--- src/rtl/trace_tx_if.sv ---
// Beat-stream interface for trace_tx: valid/ready handshake carrying 32-bit beats.
interface trace_tx_if;
   logic        out_valid;
   logic [31:0] out_data;
   logic        out_ready;

   modport master (output out_valid, output out_data, input out_ready);
   modport slave  (input out_valid, input out_data, output out_ready);
endinterface

--- src/rtl/trace_tx.sv ---
// trace_tx: captures datapath state into two-beat trace records, buffers them
// in a record FIFO and streams them out over a valid/ready beat interface.
// Optional build macro TRACE_SKIP_STALL_EN: when defined, captures taken with
// stall=1 are ignored entirely.
module trace_tx #(
   parameter int DEPTH = 8,
   parameter int SEQ_W = 16
) (
   input  logic              clk,
   input  logic              rst,
   input  logic              cap_en,
   input  logic [31:0]       pc_val,
   input  logic [4:0]        rs,
   input  logic [4:0]        rt,
   input  logic [4:0]        rd,
   input  logic              stall,
   trace_tx_if.master        beat,
   output logic              overflow,
   output logic [7:0]        drop_count
);

   localparam int             AW       = (DEPTH > 1) ? $clog2(DEPTH) : 1;
   localparam logic [AW:0]    FULL_CNT = (AW+1)'(DEPTH);
   localparam logic [AW:0]    CNT_ONE  = (AW+1)'(1);
   localparam logic [AW-1:0]  PTR_ONE  = AW'(1);
   localparam logic [SEQ_W-1:0] SEQ_ONE = SEQ_W'(1);

   typedef enum logic {BEAT0, BEAT1} beat_t;

   // record storage: beat0 (pc) and beat1 (metadata) kept side by side
   logic [31:0]      pc_mem   [DEPTH];
   logic [31:0]      meta_mem [DEPTH];

   logic [AW-1:0]    wr_ptr_q, wr_ptr_d;
   logic [AW-1:0]    rd_ptr_q, rd_ptr_d;
   logic [AW:0]      cnt_q, cnt_d;
   beat_t            beat_q, beat_d;
   logic [SEQ_W-1:0] seq_q, seq_d;
   logic             ovf_q, ovf_d;
   logic [7:0]       drop_q, drop_d;

   logic             cap_take, full, out_vld, xfer, free, wr, drop;

   function automatic logic [7:0] sat_inc8(input logic [7:0] v);
      return (v == 8'hFF) ? v : v + 8'd1;
   endfunction

   // capture qualification, handshake decode and next-state computation
   always_comb begin
`ifdef TRACE_SKIP_STALL_EN
      cap_take = cap_en & ~stall;
`else
      cap_take = cap_en;
`endif
      full    = (cnt_q == FULL_CNT);
      out_vld = (cnt_q != '0);
      xfer    = out_vld & beat.out_ready;
      free    = xfer & (beat_q == BEAT1);
      // a full FIFO can still accept when its head record leaves this cycle
      wr      = cap_take & (~full | free);
      drop    = cap_take & full & ~free;

      wr_ptr_d = wr_ptr_q;
      rd_ptr_d = rd_ptr_q;
      cnt_d    = cnt_q;
      beat_d   = beat_q;
      seq_d    = seq_q;
      ovf_d    = ovf_q;
      drop_d   = drop_q;

      if (wr) begin
         wr_ptr_d = wr_ptr_q + PTR_ONE;
         seq_d    = seq_q + SEQ_ONE;
      end
      if (free) begin
         rd_ptr_d = rd_ptr_q + PTR_ONE;
      end
      if (wr && !free) begin
         cnt_d = cnt_q + CNT_ONE;
      end else if (free && !wr) begin
         cnt_d = cnt_q - CNT_ONE;
      end
      if (xfer) begin
         beat_d = (beat_q == BEAT0) ? BEAT1 : BEAT0;
      end
      if (drop) begin
         ovf_d  = 1'b1;
         drop_d = sat_inc8(drop_q);
      end
   end

   // record write into storage; contents need no reset since pointers do
   always_ff @(posedge clk) begin
      if (wr) begin
         pc_mem[wr_ptr_q]   <= pc_val;
         meta_mem[wr_ptr_q] <= {stall, rs, rt, rd, seq_q};
      end
   end

   // control state update with synchronous reset taking priority
   always_ff @(posedge clk) begin
      if (rst) begin
         wr_ptr_q <= '0;
         rd_ptr_q <= '0;
         cnt_q    <= '0;
         beat_q   <= BEAT0;
         seq_q    <= '0;
         ovf_q    <= 1'b0;
         drop_q   <= 8'd0;
      end else begin
         wr_ptr_q <= wr_ptr_d;
         rd_ptr_q <= rd_ptr_d;
         cnt_q    <= cnt_d;
         beat_q   <= beat_d;
         seq_q    <= seq_d;
         ovf_q    <= ovf_d;
         drop_q   <= drop_d;
      end
   end

   assign beat.out_valid = out_vld;
   assign beat.out_data  = !out_vld          ? 32'h0 :
                           (beat_q == BEAT0) ? pc_mem[rd_ptr_q] : meta_mem[rd_ptr_q];
   assign overflow       = ovf_q;
   assign drop_count     = drop_q;

endmodule

--- src/flat_wrapper.sv ---
// flat-port wrapper written by rule: the top's interface ports become plain ports
module trace_tx_flat 
#(
   parameter int DEPTH = 8,
   parameter int SEQ_W = 16
)
  (clk, rst, cap_en, pc_val, rs, rt, rd, stall, overflow, drop_count, beat_out_valid, beat_out_data, beat_out_ready);
  trace_tx_if beat_i ();
  input  logic clk;
  input  logic rst;
  input  logic cap_en;
  input  logic [31:0] pc_val;
  input  logic [4:0] rs;
  input  logic [4:0] rt;
  input  logic [4:0] rd;
  input  logic stall;
  output logic overflow;
  output logic [7:0] drop_count;
  output wire logic [$bits(beat_i.out_valid)-1:0] beat_out_valid;
  output wire logic [$bits(beat_i.out_data)-1:0] beat_out_data;
  input wire logic [$bits(beat_i.out_ready)-1:0] beat_out_ready;
  assign beat_out_valid = beat_i.out_valid;
  assign beat_out_data = beat_i.out_data;
  assign beat_i.out_ready = beat_out_ready;
  trace_tx #(.DEPTH(DEPTH), .SEQ_W(SEQ_W)) u_core (.clk(clk), .rst(rst), .cap_en(cap_en), .pc_val(pc_val), .rs(rs), .rt(rt), .rd(rd), .stall(stall), .beat(beat_i), .overflow(overflow), .drop_count(drop_count));
endmodule
--- config.mk ---
export PLATFORM = sky130hd
export DESIGN_NAME = trace_tx_flat
export DESIGN_NICKNAME = d
export VERILOG_FILES = /design/src/rtl/trace_tx_if.sv /design/src/rtl/trace_tx.sv /design/src/flat_wrapper.sv
export SDC_FILE = /design/constraint.sdc
export NUM_CORES = 1
export LEC_CHECK = 0
export CAP_MARGIN = 20
export CORE_MARGIN = 5
export CORE_UTILIZATION = 60
export DETAILED_ROUTE_END_ITERATION = 6
export PLACE_DENSITY = 0.75
export SLEW_MARGIN = 20
export SYNTH_ARGS = -nofsm -noshare
export SYNTH_HDL_FRONTEND = slang
export SYNTH_SLANG_ARGS = --single-unit
--- constraint.sdc ---
create_clock -name clk -period 13.84 [get_ports clk]
set_clock_uncertainty 0.2 [all_clocks]
set_input_delay 3.46 -clock clk [delete_from_list [all_inputs] [get_ports clk]]
set_output_delay 3.46 -clock clk [all_outputs]
set_load 0.01 [all_outputs]
---- After elaboration in Yosys (flattened, before gate mapping) ----
Memory sizes are Yosys's and may differ from the RTL's. A register that Yosys moved wholly into a read port is not among the register bits.
Cells that the tools add are included.
storage, ports and cells
  register bits after elaboration ......... 36
  RAM bits ................................ 512
  input bits .............................. 52
  output and inout port bits .............. 42
  word-level logic and storage cells ...... 44
  memories ................................ 2
memories
  memory           depth  bits a word  read ports  clocked after Yosys merged registers in  write ports  line            source
  u_core.meta_mem  8      32           1           1                                        1            trace_tx.sv:32  logic [31:0] meta_mem [DEPTH];
  u_core.pc_mem    8      32           1           1                                        1            trace_tx.sv:31  logic [31:0] pc_mem [DEPTH];
cells by class
  $add $sub $neg .......................... 6
  eq/ne operators ......................... 2
  mux-type cells .......................... 11
  bitwise gates (word level) .............. 9
  reductions and logical operators ........ 7
operators by type and width
  cell                                              count
  2-to-1 mux 32 bit                                 2
  adder 16 x 1 -> 16 bit, second input constant     1
  2-to-1 mux 3 bit                                  4
  adder 8 x 1 -> 8 bit, second input constant       1
  == test 8 bit, second input constant              1
  2-to-1 mux 4 bit                                  2
  adder 3 x 1 -> 3 bit, second input constant       2
  bitwise AND 1 bit                                 5
  adder 4 x 1 -> 4 bit, second input constant       1
  == test 4 bit, second input constant              1
  nonzero test 4 bit                                1
  subtractor 4 x 1 -> 4 bit, second input constant  1
  2-to-1 mux 1 bit                                  3
  inverter 1 bit                                    3
  logical AND 1 bit                                 2
  logical NOT 1 bit                                 2
  AND reduction 2 bit                               1
  nonzero test 2 bit                                1
  bitwise OR 1 bit                                  1

---- Longest topological paths before layout ----
Gate-level depths: netlist of the first run.
  depth after elaboration ................. 9
  depth in mapped cells ................... 11
  depth with buffers taken out ............ 11

---- Worst setup path before layout of the first run ----
Ideal clock, no wire load.
  path kind ............................... input-to-reg
  start point ............................. input port beat_out_ready
  end point ............................... memory u_core.meta_mem[4][0] (enable)
  library setup time ...................... 666 ps
  data arrival time ....................... 10340 ps
  data required time ...................... 12974 ps
  path slack .............................. 2634 ps
  stages .................................. 3
  path buffers ............................ 0
  path through ............................ a21bo_2 o21ai_2 nor4b_1
between the ends
  word-level cells in the longest chain between the ends .. 6
RTL lines
  item                                    line                source
  start, declared                         flat_wrapper.sv:21  input wire logic [$bits(beat_i.out_ready)-1:0] beat_out_ready;
  bitwise AND 1 bit                       trace_tx.sv:57      xfer = out_vld & beat.out_ready;
  bitwise AND 1 bit                       trace_tx.sv:58      free = xfer & (beat_q == BEAT1);
  bitwise OR 1 bit                        trace_tx.sv:60      wr = cap_take & (~full | free);
  bitwise AND 1 bit                       trace_tx.sv:60
  2-to-1 mux 1 bit                        trace_tx.sv:94      if (wr) begin
  2-to-1 mux 1 bit (implied by the code)  trace_tx.sv:96      meta_mem[wr_ptr_q] <= {stall, rs, rt, rd, seq_q};
  end, declared                           trace_tx.sv:32
No other way between the ends.

==> results.md, run 1 <==
* Clock Pin Slew Worst Setup and Hold Paths at 0.06 ns
* Via density per instance at 6.35
* Synth cell count leaders: 512 x edfxtp_1, 128 x mux4_2, 52 x a211oi_1, 39 x dfxtp_1, 30 x nor2b_1
* Place WS at 6.52 ns
* Skew-Pair Late Insertion Delay at 0.57 ns
* Die Span Y at 199 µm
* First-pass GRT wire length at 65100 µm
* Non-Filler Instances at 1637
* Worst Path Required at 10.18 ns
* Arrival time worst endpoint at 4.17 ns
* Setup Total Neg Slack at 0 ns
* Area leader, netlist: edfxtp_1
* # setup viols final at 0
* CP Launch Type: flip-flop
* Hold WS at 0.255 ns
* Reg-to-reg startpoint: u_core.beat_q
* Synth-to-Final Area Change at 14.5%
* Drt drc at 0
* EDFF count, synth at 512
* Hold Path Cell Cnt at 2
* Maximum clock insertion buffer count at 3
* Vias in the first global route at 10758
* Pin count of the biggest net entering global routing at 61
* Critical path class: flip-flop to output pin
* Final nets at 1194
* Distinct cells, synth at 53
* Worst Setup End Kind: output pin
* Avg Cell Area, Syn at 20.9 µm²
* Flops & latches, synth at 551
* RSZ-0062 raised after global routing: false
* Hold Path Sink: u_core.overflow
* Clock Sinks at 551
* Min Tclk post-route at 7.83 ns
* Status: complete, no violations
* DP Cell Count at 1540
* Tcrit/Tclk final at 56.6%
* # rows at 69
* Ys flop type: edfxtp_1
* Synth area leaders: edfxtp_1 72%, mux4_2 14%, dfxtp_1 3.7%, a211oi_1 1.8%, mux2i_1 1.4%
* R2R setup slack at 10.15 ns
* Final hold viol count at 0
* Initial Utilization at 60.4%
* Synth top area share at 72.0%
* Worst reg-to-reg path cell count at 8
* CTS Buf Count at 53
* Detail Route Antenna Nets at 0
* Crit Reg-Reg Endpoint: u_core.pc_mem[5][16]
* Share of layout cells above drive strength 1 at 20.4%
* CTS tree: yes
* Total of max-cap violations at 0
* Yosys warning total at 0
* Async S/R FF share, synth at 0%
* Seq/Total Area, Yosys at 75.7%
* 1st-iter DRT viols at 876
* Worst setup margin at 6.01 ns
* Highest clock rate at 128 MHz
* Ports at 94
* CTS resizes at 0
* Most common cell in the netlist: edfxtp_1
* Die width at 199 µm
* Total gr overflow at 0
* Syn_nets at 1080
* Via count at 10395
* Die ar. at 39400 µm²
* Max-slew violation count at 0
* Slew margin rel. at 32.1%
* CTS Root Cell: clkbuf_16
* Maximum vdd ir drop at 0.110 mV
* WL final at 42300 µm
* Hold Crit Start: u_core.overflow
* Port bufs at 93
* Gpl congestion at 0.739
* Crit-path max FO at 49
* H-tree levels at 2
* Total track usage at 22.1%
* Number of setup buffers added after CTS at 0
* DP HPWL at 22200 µm
* Tot Pwr at 0.00410 W
* Synth Instances at 1020
* Tightest Hold Check Type: flip-flop to flip-flop
* P per Cell Area at 168 nW/µm²
* Lkg Pwr at 7.39 nW
* Area of the core at 35300 µm²
* Drt pass-1 iters at 5
* Drt wl/cell at 25.8 µm
* Hold_buf cts at 0
* Slew @ Worst Pin at 1.02 ns
* Initial antenna violation count at 2
* Cell Area, Synth at 21300 µm²
[worst max-delay path by stage]
stage,startpoint,cells after the start,endpoint
2_1_floorplan,beat_out_ready,3,u_core.meta_mem[4][0]
3_3_place_gp,flip-flop,6,beat_out_data[1]
3_5_place_dp,flip-flop,6,beat_out_data[1]
4_1_cts,flip-flop,6,beat_out_data[1]
5_1_grt,flip-flop,6,beat_out_data[1]
6_report,flip-flop,6,beat_out_data[1]
[sequential cells by signal, summed over array words and instances, names as in the netlist, named ones only]
name and flops:
u_core.beat_q 1, u_core.cnt_q 4, u_core.drop_count 8, u_core.meta_mem 256, u_core.overflow 1, u_core.pc_mem 256
u_core.rd_ptr_q 3, u_core.seq_q 16, u_core.wr_ptr_q 3
[report_power, final]
group / internal, W / switching (W) / total, W
Sequential: 0.00193 / 0.0000518 / 0.00198
Combinational: 0.000368 / 0.000403 / 0.000771
Clock: 0.000774 / 0.000572 / 0.00135
Total: 0.00307 / 0.00103 / 0.00410
[layer usage]
| metal | vias to the layer above | track usage, % | part of all wire (%) |
|---|---|---|---|
| li1 | 4506 | - | - |
| met1 | 5469 | 32.6 | 42 |
| met2 | 350 | 35.7 | 50 |
| met3 | 68 | 3.51 | 6.5 |
| met4 | 2 | 5.32 | 2.1 |
| met5 | - | 0 | 0.031 |
[critical path, cell delays in order, from the launching register on]
cell and delay [ns]:
dfxtp_4 0.82, buf_4 0.89, mux4_2 0.59, nor2b_1 0.14
a211oi_1 0.37, a211oi_1 0.18, clkdlybuf4s50_1 0.57
[cell families after synthesis]
group	share of synthesized area, %
AOI/OAI and AO/OA	3.74
xor gates and xnor gates	0.575
adders and majority gates	0.504
buffers and inverters	1.47
DFF	75.7
muxes	15.0
and+or+nand+nor	3.03
[through the flow]
step | util, % | cell area [µm²]
detailed placement | 64.6 | 22800
finish | 69.2 | 24400
global route | 69.2 | 24400
CTS | 69.2 | 24400
floorplan | - | 21300
global placement | 64.5 | 22800
[layout by cell type, fill, tap and decap left out, drive strengths merged, types with 10 or more instances in the layout]
| cell type | count |
|---|---|
| a21oi | 20 |
| clkinv | 16 |
| a211oi | 52 |
| edfxtp | 512 |
| clkbuf | 76 |
| nor2b | 30 |
| o21ai | 11 |
| nand2 | 14 |
| mux4 | 128 |
| dfxtp | 39 |
| mux2i | 29 |
| buf | 21 |
| clkdlybuf4s50 | 93 |
| or3 | 10 |
| nor2 | 25 |
[area by class of cell]
cell class                 instances  area [µm²]
fill                            2112       10900
inverter                           8        30.0
antenna                            1        2.50
clock buffer                      76        1520
sequential                       551       16200
clock inverter                    20         118
tap                              461         577
multi-input combinational        406        4920
timing repair buffer             114        1110
Power figures use the tool's default switching activity.
==> inputs of run 2 (changes only) <==
--- a/config.mk
+++ b/config.mk
@@ -7,9 +7,9 @@
 export LEC_CHECK = 0
 export CAP_MARGIN = 20
 export CORE_MARGIN = 5
-export CORE_UTILIZATION = 60
+export CORE_UTILIZATION = 54
 export DETAILED_ROUTE_END_ITERATION = 6
-export PLACE_DENSITY = 0.75
+export PLACE_DENSITY = 0.71
 export SLEW_MARGIN = 20
 export SYNTH_ARGS = -nofsm -noshare
 export SYNTH_HDL_FRONTEND = slang
==> constraint.sdc (replaced) <==
create_clock -name clk -period 6.3 [get_ports clk]
set_clock_uncertainty 0.2 [all_clocks]
set_input_delay 1.575 -clock clk [delete_from_list [all_inputs] [get_ports clk]]
set_output_delay 1.575 -clock clk [all_outputs]
set_load 0.01 [all_outputs]
==> results.md, run 2 (synthesized netlist as in run 1, its figures left out) <==
* Total track usage at 19.3%
* Drt drc at 0
* First-pass GRT wire length at 65100 µm
* Biggest regs: u_core.meta_mem: 256 flops, u_core.pc_mem: 256 flops, u_core.seq_q: 16 flops
* DP HPWL at 23200 µm
* CP Launch Type: flip-flop
* Tightest Hold Check Type: flip-flop to flip-flop
* 1st-iter DRT viols at 873
* P_int at 0.00681 W
* Commonest non-fill, non-tap cells in the layout: 512 x edfxtp_1, 128 x mux4_2, 93 x clkdlybuf4s50_1, 55 x clkbuf_16, 52 x a211oi_1
* DP Cell Count at 1602
* Reg-to-reg startpoint: u_core.cnt_q[0]
* Share of layout cells above drive strength 1 at 21.1%
* Total gr overflow at 0
* Gpl congestion at 0.751
* Initial Utilization at 54.8%
* P per Cell Area at 367 nW/µm²
* Highest clock rate at 193 MHz
* Arrival time worst endpoint at 3.41 ns
* Worst Path Required at 4.53 ns
* Area of the core at 38900 µm²
* Tcrit/Tclk final at 82.3%
* H-tree levels at 2
* Critical path class: flip-flop to output pin
* R2R setup slack at 2.88 ns
* Initial antenna violation count at 1
* Detail Route Antenna Nets at 0
* Die ar. at 43600 µm²
* Lkg Pwr at 7.48 nW
* Slew margin rel. at 32.4%
* Maximum clock insertion buffer count at 3
* Clock Pin Slew Worst Setup and Hold Paths at 0.06 ns
* Tot Pwr at 0.00908 W
* Die Span Y at 209 µm
* # setup viols final at 0
* Setup crit end: beat_out_data[20]
* Flop pwr share at 48.2%
* Port bufs at 93
* Setup Total Neg Slack at 0 ns
* Total of max-cap violations at 0
* Die width at 209 µm
* CTS tree: yes
* Synth-to-Final Area Change at 15.9%
* Clock power share at 33.6%
* Via density per instance at 6.04
* RSZ-0062 raised after global routing: false
* Non-Filler Instances at 1706
* Final nets at 1201
* P_sw at 0.00226 W
* Hold WS at 0.258 ns
* Sw frac at 25.0%
* Combinational Power Share at 18.3%
* Min Tclk post-route at 5.19 ns
* Maximum vdd ir drop at 0.185 mV
* Drt wl/cell at 24.7 µm
* Ports at 94
* Number of setup buffers added after CTS at 0
* Crit-path max FO at 46
* Hold_buf cts at 0
* CTS Buf Count at 55
* Worst Setup End Kind: output pin
* Final hold viol count at 0
* Post-DP Area at 23000 µm²
* CTS resizes at 0
* Max-slew violation count at 0
* Skew-Pair Late Insertion Delay at 0.57 ns
* Most common cell after layout, fill and taps aside: edfxtp_1
* Status: complete, no violations
* Worst reg-to-reg path cell count at 11
* Pin count of the biggest net entering global routing at 65
* Clock Sinks at 551
* CTS Root Cell: clkbuf_16
* Drt pass-1 iters at 7
* WL final at 42100 µm
* Via count at 10296
* Finished Cell Area at 24700 µm²
* Vias in the first global route at 10785
* Crit Reg-Reg Endpoint: u_core.cnt_q[3]
* # rows at 72
* Hold Path Cell Cnt at 2
* Slew @ Worst Pin at 1.00 ns
==> run 2: changes by cell type in the layout (fill, tap and decap cells not counted), sizes merged <==
cell	previous run	this run
buf	21	26
inv	9	11
clkinvlp	2	1
bufinv	1	3
clkinv	16	19
clkbuf	76	77
==> run 2: how the worst min path moves through the flow <==
stage	from	to
after floorplan	u_core.overflow	u_core.overflow
after global placement	u_core.overflow	u_core.overflow
after detailed placement	u_core.overflow	u_core.overflow
after CTS	u_core.overflow	u_core.overflow
after global routing	u_core.overflow	u_core.overflow
final	u_core.overflow	u_core.overflow
==> run 2: power by group through the flow <==
stage / logic, W / registers [W] / clock network [W]
2_1_floorplan: 0.000992 / 0.00438 / 0
3_3_place_gp: 0.00168 / 0.00443 / 0
3_5_place_dp: 0.00169 / 0.00445 / 0
4_1_cts: 0.00170 / 0.00437 / 0.00310
5_1_grt: 0.00178 / 0.00439 / 0.00328
6_report: 0.00166 / 0.00437 / 0.00305
==> run 2: critical path: stages (launching register included) <==
cell             delay [ns]
dfxtp_4                0.70
buf_12                 0.40
mux4_2                 0.55
nor2b_1                0.14
a211oi_1               0.40
a211oi_1               0.10
clkdlybuf4s50_1        0.52
==> run 2: area by class of cell <==
class	count	area [µm²]
Antenna cell	1	2.50
Clock buffer	77	1490
Clock inverter	26	210
Fill cell	2625	14200
Inverter	8	30.0
Multi-Input combinational cell	406	4970
Sequential cell	551	16200
Tap cell	518	648
Timing Repair Buffer	119	1230
==> run 2: routing by layer <==
layer	wire length [µm]	track usage (%)	up-vias
li1	-	-	4524
met1	18400	28.7	5420
met2	20900	31.2	312
met3	2280	3.06	40
met4	492	3.96	0
met5	0	0	-
==> run 2: metrics by stage <==
stage | utilization [%] | setup slack (ns)
2_1_floorplan | - | 0.158
5_1_grt | 63.6 | 0.884
3_3_place_gp | 59.2 | 1.52
6_report | 63.6 | 1.11
3_5_place_dp | 59.2 | 1.49
4_1_cts | 63.6 | 0.982
==> inputs of run 3 (changes only) <==
==> constraint.sdc (replaced) <==
create_clock -name clk -period 4.7 [get_ports clk]
set_clock_uncertainty 0.2 [all_clocks]
set_input_delay 1.175 -clock clk [delete_from_list [all_inputs] [get_ports clk]]
set_output_delay 1.175 -clock clk [all_outputs]
set_load 0.01 [all_outputs]
==> results.md, run 3 (synthesized netlist as in run 1, its figures left out) <==
* Hold Crit Start: u_core.overflow
* CTS Buf Count at 53
* Crit-path max FO at 45
* Clock power share at 32.9%
* Worst Path Required at 3.32 ns
* Tightest Hold Check Type: flip-flop to flip-flop
* Final nets at 1221
* Share of layout cells above drive strength 1 at 22.5%
* Maximum vdd ir drop at 0.242 mV
* Min Tclk post-route at 4.47 ns
* Via density per instance at 6.09
* Top delay family on crit path: buffers and inverters
* Ports at 94
* Most common cell after layout, fill and taps aside: edfxtp_1
* Biggest regs: u_core.meta_mem: 256 flops, u_core.pc_mem: 256 flops, u_core.seq_q: 16 flops
* Combinational Power Share at 19.3%
* Vias in the first global route at 10767
* Hold Path Cell Cnt at 2
* Drt pass-1 iters at 5
* R2R setup slack at 1.58 ns
* First-pass GRT wire length at 66200 µm
* 1st-iter DRT viols at 917
* Sw frac at 25.0%
* GRT met2 Usage at 32.0%
* Initial Utilization at 54.8%
* Status: complete, no violations
* Die width at 209 µm
* Highest clock rate at 224 MHz
* CP Launch Type: flip-flop
* CTS Root Cell: clkbuf_16
* Initial antenna violation count at 3
* Skew-Pair Late Insertion Delay at 0.57 ns
* Synth-to-Final Area Change at 16.7%
* # rows at 72
* Arrival time worst endpoint at 3.09 ns
* Tcrit/Tclk final at 95.0%
* Drt wl/cell at 25.2 µm
* Commonest non-fill, non-tap cells in the layout: 512 x edfxtp_1, 128 x mux4_2, 93 x clkdlybuf4s50_1, 55 x clkbuf_16, 52 x a211oi_1
* P_int at 0.00911 W
* RSZ-0062 raised after global routing: false
* Maximum clock insertion buffer count at 3
* Die Span Y at 209 µm
* Area of the core at 38900 µm²
* P_sw at 0.00304 W
* Max-slew violation count at 0
* Total of max-cap violations at 0
* Worst reg-to-reg path cell count at 11
* CTS tree: yes
* Worst Setup End Kind: output pin
* Final hold viol count at 0
* Post-DP Area at 23200 µm²
* Port bufs at 93
* CP max stage cell: dfxtp_4
* Crit Reg-Reg Endpoint: u_core.cnt_q[3]
* Detail Route Antenna Nets at 0
* Clock Pin Slew Worst Setup and Hold Paths at 0.06 ns
* Total gr overflow at 0
* Critical Path, Cell by Cell: buf_4 > mux4_2 > mux2i_1 > a211oi_1 > clkdlybuf4s50_1
* Gpl congestion at 0.741
* P per Cell Area at 488 nW/µm²
* Layout fillers at 2572
* GR peak layer: met2
* Reg-to-reg startpoint: u_core.cnt_q[0]
* Finished Cell Area at 24900 µm²
* Flop pwr share at 47.9%
* Total track usage at 19.8%
* CP max stage delay at 0.82 ns
* Slew margin rel. at 36.6%
* Die ar. at 43600 µm²
* Hold Path Sink: u_core.overflow
* Lkg Pwr at 7.58 nW
* Slew @ Worst Pin at 0.943 ns
* Clock Sinks at 551
* WL final at 43400 µm
* Critical path class: flip-flop to output pin
* Pin count of the biggest net entering global routing at 65
* Hold WS at 0.250 ns
* # setup viols final at 0
* Drt drc at 0
* Met3 Resource Use GR at 3.51%
* Crit path buf inv count at 2
* DP HPWL at 24300 µm
* Met1 Usage GRT at 28.7%
* H-tree levels at 2
* Via count at 10475
-- run 3: per-layer routing --
metal,vias up,wire [µm]
li1,4569,-
met1,5535,18400
met2,317,21700
met3,50,2580
met4,4,741
met5,-,21
-- run 3: how the worst max path moves through the flow --
| stage | end | from | slack, ns | cells after the start |
|---|---|---|---|---|
| detailed placement | beat_out_data[22] | flip-flop | 0.66 | 6 |
| global placement | beat_out_data[0] | flip-flop | 0.69 | 6 |
| CTS | beat_out_data[22] | flip-flop | 0.02 | 6 |
| global route | beat_out_data[15] | flip-flop | 0.09 | 5 |
| floorplan | u_core.meta_mem[5][0] | beat_out_ready | -0.31 | 5 |
| finish | beat_out_data[15] | flip-flop | 0.23 | 5 |
-- run 3: repair_timing --
item	CTS	global route
buffers inserted	0	3
hold buffers	0	0
endpoints found under the setup margin	0	3
gates resized for setup	0	0
-- run 3: metrics by stage --
stage          setup WS, ns  TNS, ns  cells  utilization, %  total power, W
2_1_floorplan        -0.315   -52.90   1020               -         0.00721
3_3_place_gp          0.686        0   1621            59.7         0.00825
5_1_grt              0.0888        0   1720            64.0          0.0127
3_5_place_dp          0.660        0   1621            59.7         0.00829
6_report              0.235        0   1720            64.0          0.0121
4_1_cts              0.0200        0   1716            63.9          0.0123
-- run 3: power by group through the flow --
stage          Clock (W)  Sequential, W  Combinational, W
3_3_place_gp           0        0.00592           0.00234
4_1_cts          0.00407        0.00583           0.00236
3_5_place_dp           0        0.00593           0.00235
5_1_grt          0.00430        0.00584           0.00251
2_1_floorplan          0        0.00587           0.00134
6_report         0.00399        0.00582           0.00234
-- run 3: layout make-up --
cell class | count | area [µm²] | share of cell area (%)
clock inverters | 25 | 198 | 0.794
flip-flops and latches | 551 | 16200 | 64.9
well taps | 518 | 648 | 2.60
clock buffers | 70 | 1430 | 5.75
multi-input cells | 406 | 4970 | 20.0
inverters | 8 | 30.0 | 0.121
repair buffers | 141 | 1450 | 5.84
diodes | 1 | 2.50 | 0.0100
-- run 3: worst register-to-register path, delay by kind of cell, from the launching register on --
family | cells | cell delay, ns
simple gates | 3 | 0.87
fa+ha+maj | 2 | 0.53
compound gates | 3 | 0.45
flops | 1 | 0.39
mux | 1 | 0.35
buf+inv | 2 | 0.23
==> RTL change: new RTL, config.mk and constraints of run 3 <==
`DEPTH` is set to 8 in 2 places; all go to 16.
--- a/src/rtl/trace_tx.sv
+++ b/src/rtl/trace_tx.sv
@@ -3,7 +3,7 @@
 // Optional build macro TRACE_SKIP_STALL_EN: when defined, captures taken with
 // stall=1 are ignored entirely.
 module trace_tx #(
-   parameter int DEPTH = 8,
+   parameter int DEPTH = 16,
    parameter int SEQ_W = 16
 ) (
    input  logic              clk,
--- a/src/flat_wrapper.sv
+++ b/src/flat_wrapper.sv
@@ -1,7 +1,7 @@
 // flat-port wrapper written by rule: the top's interface ports become plain ports
 module trace_tx_flat 
 #(
-   parameter int DEPTH = 8,
+   parameter int DEPTH = 16,
    parameter int SEQ_W = 16
 )
   (clk, rst, cap_en, pc_val, rs, rt, rd, stall, overflow, drop_count, beat_out_valid, beat_out_data, beat_out_ready);
Check against the original RTL: same outputs for any inputs over 4 cycles, from zero or initial values and one cycle with rst high; that may be too few to reach the edited logic, so the function may still have changed.
==> RTL change against run 3 <==
Hold slack better by 11 ps. Worst setup slack got worse by 190 ps. Global-route usage up 3.5 points. Register-to-register slack got worse by 470 ps. Total power increased by 85%. Sequential cell count is 516 higher. Area after synthesis up 93%. Fmax fell by 4.0%. Final area increased by 94%. Routed wire length rose by 120%. Die area grew 88%. Clock power grew 99%.
==> RTL change: results (changes against run 3) <==
n_fill_cell: 4863  # +89%
placed_cell_area_mm2: 0.0444  # +91%
firstDrtPassIters: 5  # unchanged
synth.area.top_cells: "edfxtp_1 (75%), mux4_2 (14%), dfxtp_1 (2.1%)"
hpwl_mm: 51.6  # +110%
grt_pass1_wl_mm: 139  # +110%
synth_fp_nets: 1913  # +77%
cts_buffer_depth: 3  # unchanged
highest_layer: "met5"
wl_per_cell_um: 30.3  # +20%
netSwitchingFraction_pct: 25.0  # +0.039 points
port_buffers: 93  # unchanged
numCtsBuffers: 102  # +92%
nets: 2126  # +74%
drive_gt1_share_pct: 31.1  # +8.6 points
cts_root_buffer: "clkbuf_16"
cts_htree_levels: 3  # +1
yosys.cell_types.count: 46  # -13%
grt_max_degree: 68  # +4.6%
wl_met3_mm: 8.68  # +240%
critPathSlowestCell: "mux4_2"
ys_top_cells_by_count: "edfxtp_1 (1024), mux4_2 (256), nor2_1 (75)"
vias: 19900  # +90%
clkTransAtPathRegs_ps: 60  # about the same
wl_met2_mm: 46.7  # +120%
clock_latency_ps: 660  # +90 ps
async_flop_share_pct: 0  # unchanged
drt-met1-wl_mm: 38.0  # +110%
reg_top3: "u_core.meta_mem (512), u_core.pc_mem (512), u_core.seq_q (16)"
drt_iter0_markers: 2260  # +150%
ir_drop_v: 0.000376  # +56%
antenna_found_initial: 4  # +1
ys_seq_area_share_pct: 76.8  # +1.1 points
track_usage_pct: 23.2  # +3.5 points
p_leak_uw: 0.0152  # +100%
status: "complete, no violations"
hp-class: "flip-flop to flip-flop"
gp_congestion: 0.757  # +2.2%
synth_top_area_share_pct: 74.7  # +2.6 points
synth_edf_count: 1024  # +100%
arrival_ps: 3280  # +190 ps
cp_max_fo: 22  # -51%
relSlewSlack_pct: 44.7  # +8.1 points
yosys_warnings: 0  # unchanged
grt_pass1_vias: 20700  # +92%
critPathMaxStageDelay_ps: 530  # -290 ps
RTL change: cell types whose count changed after synthesis, sizes merged, moves of 29 or more:
| cell | before | now |
|---|---|---|
| nor2 | 25 | 76 |
| mux4 | 128 | 256 |
| mux2 | 2 | 74 |
| buf | 33 | 62 |
| o221ai | 0 | 32 |
| a211oi | 52 | 0 |
| edfxtp | 512 | 1024 |
RTL change: final cells by class:
| cell class | instances | area share (%) |
|---|---|---|
| Clock inverter | 60 | 0.988 |
| Antenna cell | 3 | 0.0156 |
| Inverter | 13 | 0.101 |
| Sequential cell | 1067 | 65.5 |
| Timing Repair Buffer | 212 | 5.75 |
| Tap cell | 978 | 2.54 |
| Clock buffer | 132 | 5.80 |
| Multi-Input combinational cell | 665 | 19.3 |
RTL change: final timing paths:
kind         cells after the start                      endpoint                    startpoint  slack, ps
max                              8             beat_out_data[22]                     flip-flop         50
min                              2  u_core.overflow$_SDFFE_PP0P_  u_core.overflow$_SDFFE_PP0P_        260
max reg2reg                     12  u_core.cnt_q[4]$_SDFFE_PP0P_    u_core.beat_q$_SDFFE_PP0N_       1110
min reg2reg                      2  u_core.overflow$_SDFFE_PP0P_  u_core.overflow$_SDFFE_PP0P_        260
RTL change: worst max-delay path: cells and delay by family (launching register included):
| family | cells | cell delay (ps) |
|---|---|---|
| compound gates | 2 | 370 |
| flops | 1 | 360 |
| buf+inv | 4 | 1040 |
| mux | 2 | 820 |
RTL change: logic make-up after synthesis:
group / count (synthesis) / share of synthesized area [%]
flops: 1067 / 76.8
simple gates: 153 / 1.75
mux: 356 / 16.7
fa+ha+maj: 13 / 0.413
buf+inv: 116 / 1.50
xor+xnor: 28 / 0.596
compound gates: 115 / 2.30
RTL change: power by group through the flow:
stage | clock [uW] | sequential (uW) | combinational [uW]
final | 7940 | 10900 | 3680
after global routing | 8510 | 10900 | 3870
after CTS | 8060 | 10900 | 3610
after detailed placement | 0 | 11100 | 3490
after global placement | 0 | 11100 | 3460
after floorplan | 0 | 11000 | 1720
RTL change: repair_timing:
item                       CTS  global route
setup endpoints to repair   32            20
setup buffers               10             2
gates cloned                 4             1
gates resized for setup     33            34
RTL change: metrics by stage:
stage | power, uW | utilization, % | instances | worst slack, ps
2_1_floorplan | 12700 | - | 1848 | -666
3_3_place_gp | 14500 | 58.5 | 2918 | 437
3_5_place_dp | 14600 | 58.5 | 2918 | 434
4_1_cts | 22500 | 63.3 | 3124 | -3.50
5_1_grt | 23300 | 63.6 | 3127 | -2.24
6_report | 22500 | 63.6 | 3130 | 47.7
RTL change: routing by layer:
layer | up-vias | global-route usage, %
met3 | 98 | 5.51
met1 | 10600 | 32.8
met5 | - | 0
li1 | 8249 | -
met4 | 4 | 4.98
met2 | 945 | 37.9
